**src/rtl/controller_standby_mux.sv**
```systemverilog
// rtl/controller_standby_mux.sv - N-engine owner arbitration and TTI RX queue mux for the standby controller
module controller_standby_mux #(
  parameter int NumEngines      = 2,
  parameter int ResetSel        = 0,
  parameter int RxDescDataWidth = 32,
  parameter int RxDataWidth     = 8,
  parameter int IdleCntWidth    = 20,
  localparam int SelW           = $clog2(NumEngines)
) (
  input  logic                                  clk_i,
  input  logic                                  rst_ni,
  input  logic [SelW-1:0]                       mode_req_i,
  input  logic                                  mode_req_valid_i,
  input  logic [IdleCntWidth-1:0]               t_bus_idle_i,
  input  logic [NumEngines-1:0]                 eng_busy_i,
  output logic [NumEngines-1:0]                 eng_en_o,
  output logic [SelW-1:0]                       active_sel_o,
  output logic                                  switching_o,
  output logic                                  switch_done_o,
  output logic                                  switch_err_o,
  input  logic [NumEngines-1:0]                 eng_rx_desc_wvalid_i,
  input  logic [NumEngines*RxDescDataWidth-1:0] eng_rx_desc_wdata_i,
  output logic [NumEngines-1:0]                 eng_rx_desc_wready_o,
  output logic                                  rx_desc_wvalid_o,
  output logic [RxDescDataWidth-1:0]            rx_desc_wdata_o,
  input  logic                                  rx_desc_wready_i,
  input  logic [NumEngines-1:0]                 eng_rx_wvalid_i,
  input  logic [NumEngines*RxDataWidth-1:0]     eng_rx_wdata_i,
  output logic [NumEngines-1:0]                 eng_rx_wready_o,
  output logic                                  rx_wvalid_o,
  output logic [RxDataWidth-1:0]                rx_wdata_o,
  input  logic                                  rx_wready_i,
  output logic                                  rx_flush_o,
  output logic                                  tx_flush_o,
  input  logic [NumEngines-1:0]                 eng_err_i,
  input  logic                                  err_clear_i,
  output logic [NumEngines-1:0]                 err_src_o,
  output logic                                  err_o
);

  localparam logic [SelW-1:0] ResetSelL = SelW'(ResetSel);
  localparam int unsigned     NumEngU   = NumEngines;

  typedef enum logic [1:0] {StActive, StDrain, StIdleWait, StFlush} state_e;

  state_e                  state_q, state_d;
  logic [SelW-1:0]         sel_q, sel_d, tgt_q, tgt_d;
  logic [IdleCntWidth-1:0] cnt_q, cnt_d;
  logic                    done_q;
  logic [NumEngines-1:0]   err_q;
  logic                    req_diff, req_ok, cur_busy;

  always_ff @(posedge clk_i) begin
    if (!rst_ni) begin
      state_q <= StActive;
      sel_q   <= ResetSelL;
      tgt_q   <= ResetSelL;
      cnt_q   <= '0;
      done_q  <= 1'b0;
      err_q   <= '0;
    end else begin
      state_q <= state_d;
      sel_q   <= sel_d;
      tgt_q   <= tgt_d;
      cnt_q   <= cnt_d;
      done_q  <= (state_q == StFlush);
      // A fresh error in the same cycle as a clear survives.
      err_q   <= (err_q & ~{NumEngines{err_clear_i}}) | eng_err_i;
    end
  end

  assign req_diff = mode_req_valid_i && (mode_req_i != sel_q);
  assign req_ok   = 32'(mode_req_i) < NumEngU;
  assign cur_busy = eng_busy_i[sel_q];

  always_comb begin
    state_d      = state_q;
    sel_d        = sel_q;
    tgt_d        = tgt_q;
    cnt_d        = cnt_q;
    switch_err_o = 1'b0;
    case (state_q)
      StActive: begin
        if (req_diff) begin
          if (!req_ok) begin
            switch_err_o = 1'b1;
          end else begin
            tgt_d   = mode_req_i;
            state_d = StDrain;
          end
        end
      end
      StDrain: begin
        if (!req_diff) begin
          state_d = StActive;
        end else begin
          if (req_ok) tgt_d = mode_req_i;
          if (!cur_busy) begin
            state_d = StIdleWait;
            cnt_d   = '0;
          end
        end
      end
      StIdleWait: begin
        if (!req_diff) begin
          state_d = StActive;
        end else begin
          if (req_ok) tgt_d = mode_req_i;
          if (cur_busy) begin
            state_d = StDrain;
          end else if (cnt_q == t_bus_idle_i) begin
            state_d = StFlush;
          end else if (cnt_q != '1) begin
            cnt_d = cnt_q + 1'b1;
          end
        end
      end
      StFlush: begin
        sel_d   = tgt_q;
        state_d = StActive;
      end
      default: state_d = StActive;
    endcase
  end

  // Owner's queues pass straight through; everything is gated off during the flush cycle.
  always_comb begin
    eng_en_o             = '0;
    rx_desc_wvalid_o     = 1'b0;
    rx_desc_wdata_o      = '0;
    eng_rx_desc_wready_o = '0;
    rx_wvalid_o          = 1'b0;
    rx_wdata_o           = '0;
    eng_rx_wready_o      = '0;
    if (state_q != StFlush) begin
      eng_en_o[sel_q]             = 1'b1;
      rx_desc_wvalid_o            = eng_rx_desc_wvalid_i[sel_q];
      rx_desc_wdata_o             = eng_rx_desc_wdata_i[sel_q*RxDescDataWidth +: RxDescDataWidth];
      eng_rx_desc_wready_o[sel_q] = rx_desc_wready_i;
      rx_wvalid_o                 = eng_rx_wvalid_i[sel_q];
      rx_wdata_o                  = eng_rx_wdata_i[sel_q*RxDataWidth +: RxDataWidth];
      eng_rx_wready_o[sel_q]      = rx_wready_i;
    end
  end

  assign active_sel_o  = sel_q;
  assign switching_o   = (state_q != StActive);
  assign switch_done_o = done_q;
  assign rx_flush_o    = (state_q == StFlush);
  assign tx_flush_o    = (state_q == StFlush);
  assign err_src_o     = err_q;
  assign err_o         = |err_q;

endmodule

```
**config.mk**
```make
export PLATFORM = sky130hd
export DESIGN_NAME = controller_standby_mux
export DESIGN_NICKNAME = d
export VERILOG_FILES = /design/src/rtl/controller_standby_mux.sv
export SDC_FILE = /design/constraint.sdc
export NUM_CORES = 1
export LEC_CHECK = 0
export BUFFER_PORTS_ARGS = -buffer_cell sky130_fd_sc_hd__buf_2
export CAP_MARGIN = 20
export CORE_MARGIN = 3
export CORE_UTILIZATION = 29
export CTS_CLUSTER_SIZE = 40
export DETAILED_ROUTE_END_ITERATION = 16
export GPL_TIMING_DRIVEN = 0
export PLACE_DENSITY = 0.61
export SYNTH_ARGS = -nofsm -noshare
export SYNTH_HDL_FRONTEND = slang
export SYNTH_SLANG_ARGS = --single-unit
```
**constraint.sdc**
```tcl
create_clock -name clk_i -period 5.6 [get_ports clk_i]
set_clock_uncertainty 0.1 [all_clocks]
set_input_delay 0.56 -clock clk_i [delete_from_list [all_inputs] [get_ports clk_i]]
set_output_delay 0.56 -clock clk_i [all_outputs]
set_load 0.005 [all_outputs]
```
==> results by group <==
Clocking
  • Worst-skew pair later-pin latency: 0.28 ns
  • Clock Sinks: 27
  • Htree depth: 1
  • Clk slew on worst S/H paths: about 0.1 ns
  • Setup Fix Bufs, Post-CTS: 0
  • CTS tree: built
  • CTS buffer count: 3
  • Post-cts gate resize count: 0
  • Maximum clock path buffer count: 2
  • Root Driver: clkbuf_8
  • Post-CTS Hold Buffers: 0

Min path
  • Worst hold path type: input pin to flip-flop
  • Worst hold start: eng_err_i[0]
  • WHS Endpoint: err_src_o[0]
  • Hold depth: 3

Flow run
  • Max-cap violations: 0

Power
  • Pint: about 300 uW
  • Maximum vdd drop: 0.0000702 V
  • Leakage power: 1.56 nW
  • Sw Ratio: 27.2%
  • Combinational share of power: between 20% and 30%
  • Sw power: 113 uW
  • Power Density: 123 nW/um^2
  • Clk pwr share: 28.5%
  • Power Total: 416 uW
  • Sequential cell fraction of total power: between 40% and 50%

Critical path
  • Crit. End Element: primary output
  • Crit path max fanout: 10
  • CP Launch Point: active_sel_o
  • FF-to-FF setup slack: ~3.3 ns
  • Startpoint types: flip-flop
  • Launch point of the worst reg-to-reg path: cnt_q[0]
  • Reg2Reg Depth: 6
  • R2R Path End: cnt_q[18]
  • Crit path kind: flip-flop to primary output
  • Crit path DAT: 2.00 ns
  • Req. time, crit path: 4.94 ns

Synthesis
  • Mean Syn Cell Area: 7.95 um^2
  • Seq cells post-synth: 27
  • Post-Synthesis Cells: 294
  • Top cells by area, synth: dfxtp_1 23%, mux2i_1 19%, nor2_1 8.8%
  • Synth area leader: dfxtp_1
  • Post-synthesis sequential area ratio: 23.1%
  • Top cell type's share of synthesized area: a little under a quarter
  • YS warnings: 0
  • EDFF count, synth: 0
  • Syn_nets: between 400 and 500
  • Top-count cell post-synth: nor2_1
  • Post-synth top cells: 55 x nor2_1, 44 x mux2i_1, 27 x dfxtp_1
  • Synthesized area: between 2000 and 2500 um^2
  • Fraction of registers with async set/reset: 0%
  • Primary FF master, synth: dfxtp_1
  • Distinct cells, synth: 52

Global routing
  • Tot GR Track Use: 17.4%
  • Initial antenna violation count: 0
  • First-pass GRT wire length: 12.8 mm
  • Pin count of the biggest net entering global routing: 16
  • Number of global-route vias before repair: 2761
  • Grt ovf: 0

Detailed routing
  • DRT Wirelength: 8.29 mm
  • Drt pass-1 iters: 4
  • Via/cell ratio: about 4.9
  • Via Count: 2799
  • Routed wire length per instance: 14.5 um
  • Drt drc: 0
  • Starting DRC count in detailed routing: 82
  • Antenna Violating Nets Remaining: 0

Floorplanning
  • Core area: 7770 um^2
  • Initial Utilization: ~30%
  • Die ar.: 9170 um^2
  • Die height: 95.8 um
  • Die span in x: between 90 and 100 um
  • Site row count: 32
  • IO Count: 172

Placed design
  • I/O Buffers: between 150 and 200
  • HPWL after DPL: 7.05 mm
  • RePlAce Congestion: a little over 0.8

Final layout
  • Multi-input gate area: 1670 um^2
  • FILL cells: 796
  • FF/Latch Area: 541 um^2
  • Share of cells above drive strength 1: between 40% and 50%
  • Layout area overhead: 44.1%
  • Final net count: 585

Timing
  • Setup Viol. Count Final: 0
  • Slew @ Worst Pin: 0.604 ns
  • Fmax: 0.375 GHz
  • Slew Viols, Final: 0
  • Post-route clock period utilization: 47.6%
  • Slew Limit Headroom: between 50% and 60%
  • Unrepaired setup endpoints after global routing: false
  • Setup_tns: 0 ns
  • Final Hold Viols: 0
  • Final min period: 2.66 ns

Run status
  • Status: finished, final reports clean
[through the flow]
stage	utilization (%)	setup WS (ns)	hold WS [ns]	cell area, um^2	instances
3_3_place_gp	42.7	3.26	0.386	3320	566
6_report	43.3	2.94	0.383	3370	572
3_5_place_dp	42.7	3.21	0.397	3320	566
4_1_cts	43.3	2.89	0.379	3360	570
2_1_floorplan	-	3.57	0.363	2340	294
5_1_grt	43.3	2.77	0.433	3360	570
[state kept, by name, indices dropped and copies added (netlist names)]
name,count
err_src_o,2
switch_done_o,1
state_q,2
tgt_q,1
cnt_q,20
active_sel_o,1
[cells in the final DEF, fill, tap and decap left out, drive strengths merged, types with 6 or more instances in the layout]
cell type	synthesis	routed
a21oi	22	22
nor2	55	55
nand2	14	14
nand4	10	10
a31oi	7	7
xnor2	20	20
and3	7	7
buf	14	184
dfxtp	27	27
clkbuf	5	8
mux2i	44	44
o21a	8	8
inv	6	6
[cells by family (layout without fill, tap and decap cells)]
logic type	count (synthesis)	after routing	share of synthesized area, %
AOI/OAI and AO/OA	60	60	17.2
xor gates and xnor gates	21	21	7.87
adders and majority gates	1	1	0.535
buffers and inverters	25	199	5.46
DFF	27	27	23.1
muxes	45	45	19.3
other	1	3	0.160
and+or+nand+nor	114	114	26.3
[final cells by class]
class	count	share of cell area (%)
multi-input combinational	242	49.6
timing repair buffer	170	25.3
sequential	27	16.1
tap	102	3.79
buffer	19	3.12
clock buffer	3	1.23
inverter	6	0.669
clock inverter	1	0.149
antenna	2	0.149
[worst max-delay path, cell delays in order, from the launching register on]
cell	delay, ns
dfxtp_1	0.34
buf_2	0.16
buf_2	0.25
buf_1	0.50
mux2i_1	0.26
nor2_1	0.06
buf_2	0.14
[layer usage]
metal | track usage (%) | up-vias | share of wire, %
met2 | 31.4 | 119 | 51
li1 | - | 1398 | -
met3 | 2.74 | 15 | 7.0
met4 | 6.99 | 0 | 2.8
met1 | 20.5 | 1267 | 39
met5 | 0 | - | 0
[worst max-delay path by stage]
stage,to,depth (start not counted)
after global routing,rx_desc_wdata_o[23],6
after CTS,rx_desc_wdata_o[25],6
after detailed placement,rx_desc_wdata_o[25],6
final,rx_desc_wdata_o[25],6
after global placement,rx_desc_wdata_o[23],6
after floorplan,rx_desc_wdata_o[23],5
[power groups by stage]
stage	clock, mW	combinational (mW)	sequential, mW
after global routing	0.126	0.114	0.196
final	0.118	0.102	0.195
after CTS	0.123	0.103	0.195
after detailed placement	0	0.103	0.200
after floorplan	0	0.0362	0.200
after global placement	0	0.101	0.200
No activity file was read; power rests on OpenSTA's default activity.
